===== src/rtl/aes_pkg.sv =====
// Shared AES parameters, block/key/counter types and the CTR scheduler state encoding.
package aes_pkg;

  localparam int Nb     = 4;
  localparam int Nk     = 4;
  localparam int Nr     = 10;
  localparam int BLK_W  = 32 * Nb;
  localparam int KEY_W  = 32 * Nk;
  localparam int CTR_W  = 64;
  localparam int IV_W   = BLK_W - CTR_W;
  localparam int NBLK_W = 16;

  typedef logic [BLK_W-1:0]  block_t;
  typedef logic [KEY_W-1:0]  key_t;
  typedef logic [CTR_W-1:0]  ctr_t;
  typedef logic [IV_W-1:0]   iv_t;
  typedef logic [NBLK_W-1:0] nblk_t;

  typedef enum logic [1:0] {
    IDLE  = 2'd0,
    ISSUE = 2'd1,
    WAIT  = 2'd2,
    OUT   = 2'd3
  } sched_state_t;

endpackage


===== src/rtl/aes_ctr_sched.sv =====
// Counter-mode scheduler: issues {iv, ctr} blocks to the AES core one at a time and
// XORs each returned keystream block onto the matching ciphertext block.
module aes_ctr_sched
  import aes_pkg::*;
(
  input  logic              clk,
  input  logic              rst,
  input  logic              cfg_valid,
  output logic              cfg_ready,
  input  logic [IV_W-1:0]   cfg_iv,
  input  logic [KEY_W-1:0]  cfg_key,
  input  logic [NBLK_W-1:0] cfg_nblk,
  // Test hook: start the counter at cfg_ctr_init instead of zero; tie low in normal use.
  input  logic              cfg_ctr_load,
  input  logic [CTR_W-1:0]  cfg_ctr_init,
  input  logic              in_valid,
  output logic              in_ready,
  input  logic [BLK_W-1:0]  in_data,
  output logic              out_valid,
  input  logic              out_ready,
  output logic [BLK_W-1:0]  out_data,
  output logic              core_start,
  output logic [BLK_W-1:0]  core_block,
  output logic [KEY_W-1:0]  core_key,
  input  logic              core_ready,
  input  logic [BLK_W-1:0]  core_out,
  output logic              busy,
  output logic              done
);

  sched_state_t state_q, state_d;
  iv_t          iv_q, iv_d;
  key_t         key_q, key_d;
  ctr_t         ctr_q, ctr_d;
  nblk_t        rem_q, rem_d;
  block_t       ks_q, ks_d;
  block_t       ct_q, ct_d;
  logic         ks_have_q, ks_have_d;
  logic         ct_have_q, ct_have_d;
  block_t       out_data_q, out_data_d;
  logic         cfg_ready_q, cfg_ready_d;
  logic         in_ready_q, in_ready_d;
  logic         out_valid_q, out_valid_d;
  logic         core_start_q, core_start_d;
  logic         busy_q, busy_d;
  logic         done_q, done_d;

  // Next-state logic; every output is registered from the next state.
  always_comb begin
    state_d    = state_q;
    iv_d       = iv_q;
    key_d      = key_q;
    ctr_d      = ctr_q;
    rem_d      = rem_q;
    ks_d       = ks_q;
    ct_d       = ct_q;
    ks_have_d  = ks_have_q;
    ct_have_d  = ct_have_q;
    out_data_d = out_data_q;
    done_d     = 1'b0;

    case (state_q)
      IDLE: begin
        if (cfg_valid && cfg_ready_q) begin
          iv_d      = cfg_iv;
          key_d     = cfg_key;
          rem_d     = cfg_nblk;
          ctr_d     = cfg_ctr_load ? cfg_ctr_init : ctr_t'(1'b0);
          ks_have_d = 1'b0;
          ct_have_d = 1'b0;
          if (cfg_nblk == nblk_t'(1'b0)) begin
            done_d = 1'b1;
          end else begin
            state_d = ISSUE;
          end
        end else begin
          state_d = IDLE;
        end
      end

      ISSUE: begin
        state_d = WAIT;
      end

      WAIT: begin
        if (in_valid && in_ready_q) begin
          ct_d      = in_data;
          ct_have_d = 1'b1;
        end else begin
          ct_have_d = ct_have_q;
        end
        if (core_ready) begin
          ks_d      = core_out;
          ks_have_d = 1'b1;
        end else begin
          ks_have_d = ks_have_q;
        end
        // Same-cycle arrivals are folded in so the result is ready one cycle later.
        if (ks_have_d && ct_have_d) begin
          out_data_d = ks_d ^ ct_d;
          ks_have_d  = 1'b0;
          ct_have_d  = 1'b0;
          state_d    = OUT;
        end else begin
          state_d = WAIT;
        end
      end

      OUT: begin
        if (out_ready) begin
          ctr_d = ctr_q + ctr_t'(1'b1);
          rem_d = rem_q - nblk_t'(1'b1);
          if (rem_q == nblk_t'(1'b1)) begin
            done_d  = 1'b1;
            state_d = IDLE;
          end else begin
            state_d = ISSUE;
          end
        end else begin
          state_d = OUT;
        end
      end

      default: begin
        state_d = IDLE;
      end
    endcase

    cfg_ready_d  = (state_d == IDLE);
    busy_d       = (state_d != IDLE);
    core_start_d = (state_d == ISSUE);
    out_valid_d  = (state_d == OUT);
    in_ready_d   = (state_d == WAIT) && !ct_have_d;
  end

  // State and output registers with synchronous reset.
  always_ff @(posedge clk) begin
    if (rst) begin
      state_q      <= IDLE;
      iv_q         <= '0;
      key_q        <= '0;
      ctr_q        <= '0;
      rem_q        <= '0;
      ks_q         <= '0;
      ct_q         <= '0;
      ks_have_q    <= 1'b0;
      ct_have_q    <= 1'b0;
      out_data_q   <= '0;
      cfg_ready_q  <= 1'b0;
      in_ready_q   <= 1'b0;
      out_valid_q  <= 1'b0;
      core_start_q <= 1'b0;
      busy_q       <= 1'b0;
      done_q       <= 1'b0;
    end else begin
      state_q      <= state_d;
      iv_q         <= iv_d;
      key_q        <= key_d;
      ctr_q        <= ctr_d;
      rem_q        <= rem_d;
      ks_q         <= ks_d;
      ct_q         <= ct_d;
      ks_have_q    <= ks_have_d;
      ct_have_q    <= ct_have_d;
      out_data_q   <= out_data_d;
      cfg_ready_q  <= cfg_ready_d;
      in_ready_q   <= in_ready_d;
      out_valid_q  <= out_valid_d;
      core_start_q <= core_start_d;
      busy_q       <= busy_d;
      done_q       <= done_d;
    end
  end

  assign cfg_ready  = cfg_ready_q;
  assign in_ready   = in_ready_q;
  assign out_valid  = out_valid_q;
  assign out_data   = out_data_q;
  assign core_start = core_start_q;
  assign core_block = {iv_q, ctr_q};
  assign core_key   = key_q;
  assign busy       = busy_q;
  assign done       = done_q;

endmodule

===== config.mk =====
export PLATFORM = sky130hd
export DESIGN_NAME = aes_ctr_sched
export DESIGN_NICKNAME = d
export VERILOG_FILES = /design/src/rtl/aes_pkg.sv /design/src/rtl/aes_ctr_sched.sv
export SDC_FILE = /design/constraint.sdc
export NUM_CORES = 1
export LEC_CHECK = 0
export ABC_AREA = 1
export BUFFER_PORTS_ARGS = -buffer_cell sky130_fd_sc_hd__buf_2
export CORE_AREA = 5 5 361 363
export CTS_CLUSTER_DIAMETER = 120
export DETAILED_ROUTE_END_ITERATION = 10
export DIE_AREA = 0 0 366 368
export GPL_ROUTABILITY_DRIVEN = 0
export GPL_TIMING_DRIVEN = 0
export PLACE_DENSITY = 0.56
export SLEW_MARGIN = 40
export SYNTH_ARGS = -nofsm -noshare
export SYNTH_HDL_FRONTEND = slang
export SYNTH_SLANG_ARGS = --single-unit

===== constraint.sdc =====
create_clock -name clk -period 4.7 [get_ports clk]
set_clock_uncertainty 0.2 [all_clocks]
set_input_delay 0.94 -clock clk [delete_from_list [all_inputs] [get_ports clk]]
set_output_delay 0.94 -clock clk [all_outputs]
set_load 0.05 [all_outputs]

==> out/results.tsv <==
metric	value	unit
status	complete, no violations	
rows	131	
relSlewSlack	37.1	%
clock-sinks	666	
drive_gt1_share	23.4	%
synthDistinctLibCells	43	
path_clk_slew	60	ps
cts_setup_buffers	0	
r2r_setup_slack	1270	ps
insertion_delay	680	ps
start_util	24.3	%
antenna_found_initial	46	
period_share	73.0	%
grt.total_usage	20.5	%
tns	0	ps
dpl.hpwl	117000	um
timing.hold.ws	262	ps
dp.cells	6977	
synth_top_flop_cell	dfxtp_1	
drtIter0Drc	3082	
cts_tree	done	
cts_root_buffer	clkbuf_16	
grt_max_degree	14	
antenna_left	0	
ir_worst_vdd	0.000308	V
overflow	0	
max_freq	291	MHz
worstMarginPinSlew	943	ps
grt_pass1_vias	30900	
syn_inst	4392	
syn_avg_cell_area	7.00	um2
grt_pass1_wl	207000	um
worstSetupPathType	reg2reg	
ys_seq_area_share	43.4	%
total_leakage_power	18.7	nW
wl_per_cell	20.5	um
synth-seq-cells	666	
hp-class	reg2reg	
synth_edf_count	0	
num-nets-final	5941	
final-instance-count-excl-fill	7144	
numCtsBuffers	82	
yosysWarnings	0	
dieArea	0.135	mm2
post-route-min-period	3430	ps
fp.coreArea	0.127	mm2
startpoint_type	flop	
cts_resized	0	
layout_common_cells	buf_2 (1018), a21oi_1 (850), nand2_1 (814)	
worst_setup_path_end_kind	flop	
syn_to_final_growth	31.2	%
setup_violations	0	
avgViaCountPerCell	4.67	
place_area	0.0375	mm2
syn_area	0.0308	mm2
htree_levels	3	
timing_hold_violations_final	0	
rsz0062_at_grt	false	
fp.dieW	366	um
port_buffers	922	
hold_buffers	0	
layout_commonest_cell	buf_2	
design_area	0.0403	mm2
synth.net_count	4934	
ios	925	
clk_path_buf_depth	3	
maxCapViolations	0	
ys_async_sr_fraction	0	%
finalMaxSlewViolations	0	
drc	0	
cp_max_fo	10	
firstDrtPassIters	6	
routed-via-count	33400	
worstPathArrival	3780	ps
chipHeight	368	um
routed_wl	146000	um
power_density	352	mW/mm2
cp_data_required_time	5040	ps
-- state kept, by name, summed over array words and instances (netlist names) --
| register | count |
|---|---|
| ks_have_q | 1 |
| busy | 1 |
| ctr_q | 64 |
| rem_q | 16 |
| cfg_ready | 1 |
| ks_q | 128 |
| core_start | 1 |
| out_data | 128 |
| iv_q | 64 |
| ct_have_q | 1 |
| done | 1 |
| core_key | 128 |
| out_valid | 1 |
| state_q | 2 |
| in_ready | 1 |
| ct_q | 128 |
-- worst max-delay path, stage by stage, from the launching register on --
cell,delay [ps]
dfxtp_1,420
nand2_1,710
buf_2,510
clkbuf_1,620
a21oi_1,260
xnor2_1,490
a21oi_1,110
-- power breakdown --
part / leakage (nW) / switching [mW] / internal (mW) / total (mW)
sequential: 5.39 / 0.121 / 5.78 / 5.91
combinational: 12.0 / 1.20 / 0.495 / 1.69
clock: 1.36 / 2.75 / 3.85 / 6.61
-- path summary, 6_finish.rpt --
path                                                 from  cells past startpoint                         to
worst max-delay path                  in_ready$_SDFF_PP0_                      6  out_data[72]$_SDFFE_PP0P_
worst min-delay path            core_key[92]$_SDFFE_PP0P_                      2  core_key[92]$_SDFFE_PP0P_
worst max register to register        in_ready$_SDFF_PP0_                      6  out_data[72]$_SDFFE_PP0P_
worst min register to register  core_key[92]$_SDFFE_PP0P_                      2  core_key[92]$_SDFFE_PP0P_
-- cell type report --
cell class              count  area, um2
fillers                 14000      86400
multi-input cells        2843      13800
flip-flops and latches    666      13300
repair buffers            923       4640
clock buffers             122       2400
inverters                 593       2230
well taps                1662       2080
plain buffers             290       1400
clock inverters            23        387
diodes                     22       55.1
-- cells by family (layout without fill, tap and decap cells) --
logic type | Yosys count | in the layout | share of synthesized area [%]
AO/OA/AOI/OAI | 1491 | 1491 | 25.0
AND/OR/NAND/NOR | 1193 | 1193 | 15.3
buffers and inverters | 883 | 1951 | 11.8
flip-flops | 666 | 666 | 43.4
XOR/XNOR | 152 | 152 | 4.33
adder cells (fa/ha/maj) | 7 | 7 | 0.285
other | 0 | 22 | 0
-- synthesized netlist by cell type, types with 7 or more instances --
cell,instances,area [um2]
o21ai_0,570,2850
buf_6,12,135
buf_4,19,143
a21oi_1,850,4250
nor2_1,289,1080
ha_1,7,87.6
xor2_1,9,78.8
clkbuf_1,124,465
inv_2,8,30.0
o21ai_2,41,359
dfxtp_1,666,13300
buf_1,33,124
nor2_2,10,62.6
nand2_1,814,3060
xnor2_1,143,1250
nand4_1,7,43.8
nand3_1,40,200
nand2_2,10,62.6
inv_1,585,2200
buf_2,94,470
-- metrics by stage --
step | total power [mW] | utilization (%) | worst slack [ps]
finish | 14.2 | 31.8 | 1270
global route | 14.8 | 31.8 | 1150
CTS | 14.4 | 31.8 | 1280
detailed placement | 7.71 | 29.6 | 700
global placement | 7.70 | 29.6 | 463
floorplan | 6.99 | - | 2510
-- routing by layer --
layer  up-vias  global-route usage (%)  part of all wire (%)
li1      16100                       -                     -
met1     15600                    25.8                    41
met2      1325                    32.7                    45
met3       247                    7.04                    10
met4        28                    7.00                   3.1
met5         -                       0                  0.12
(Power assumes the default switching activity.)
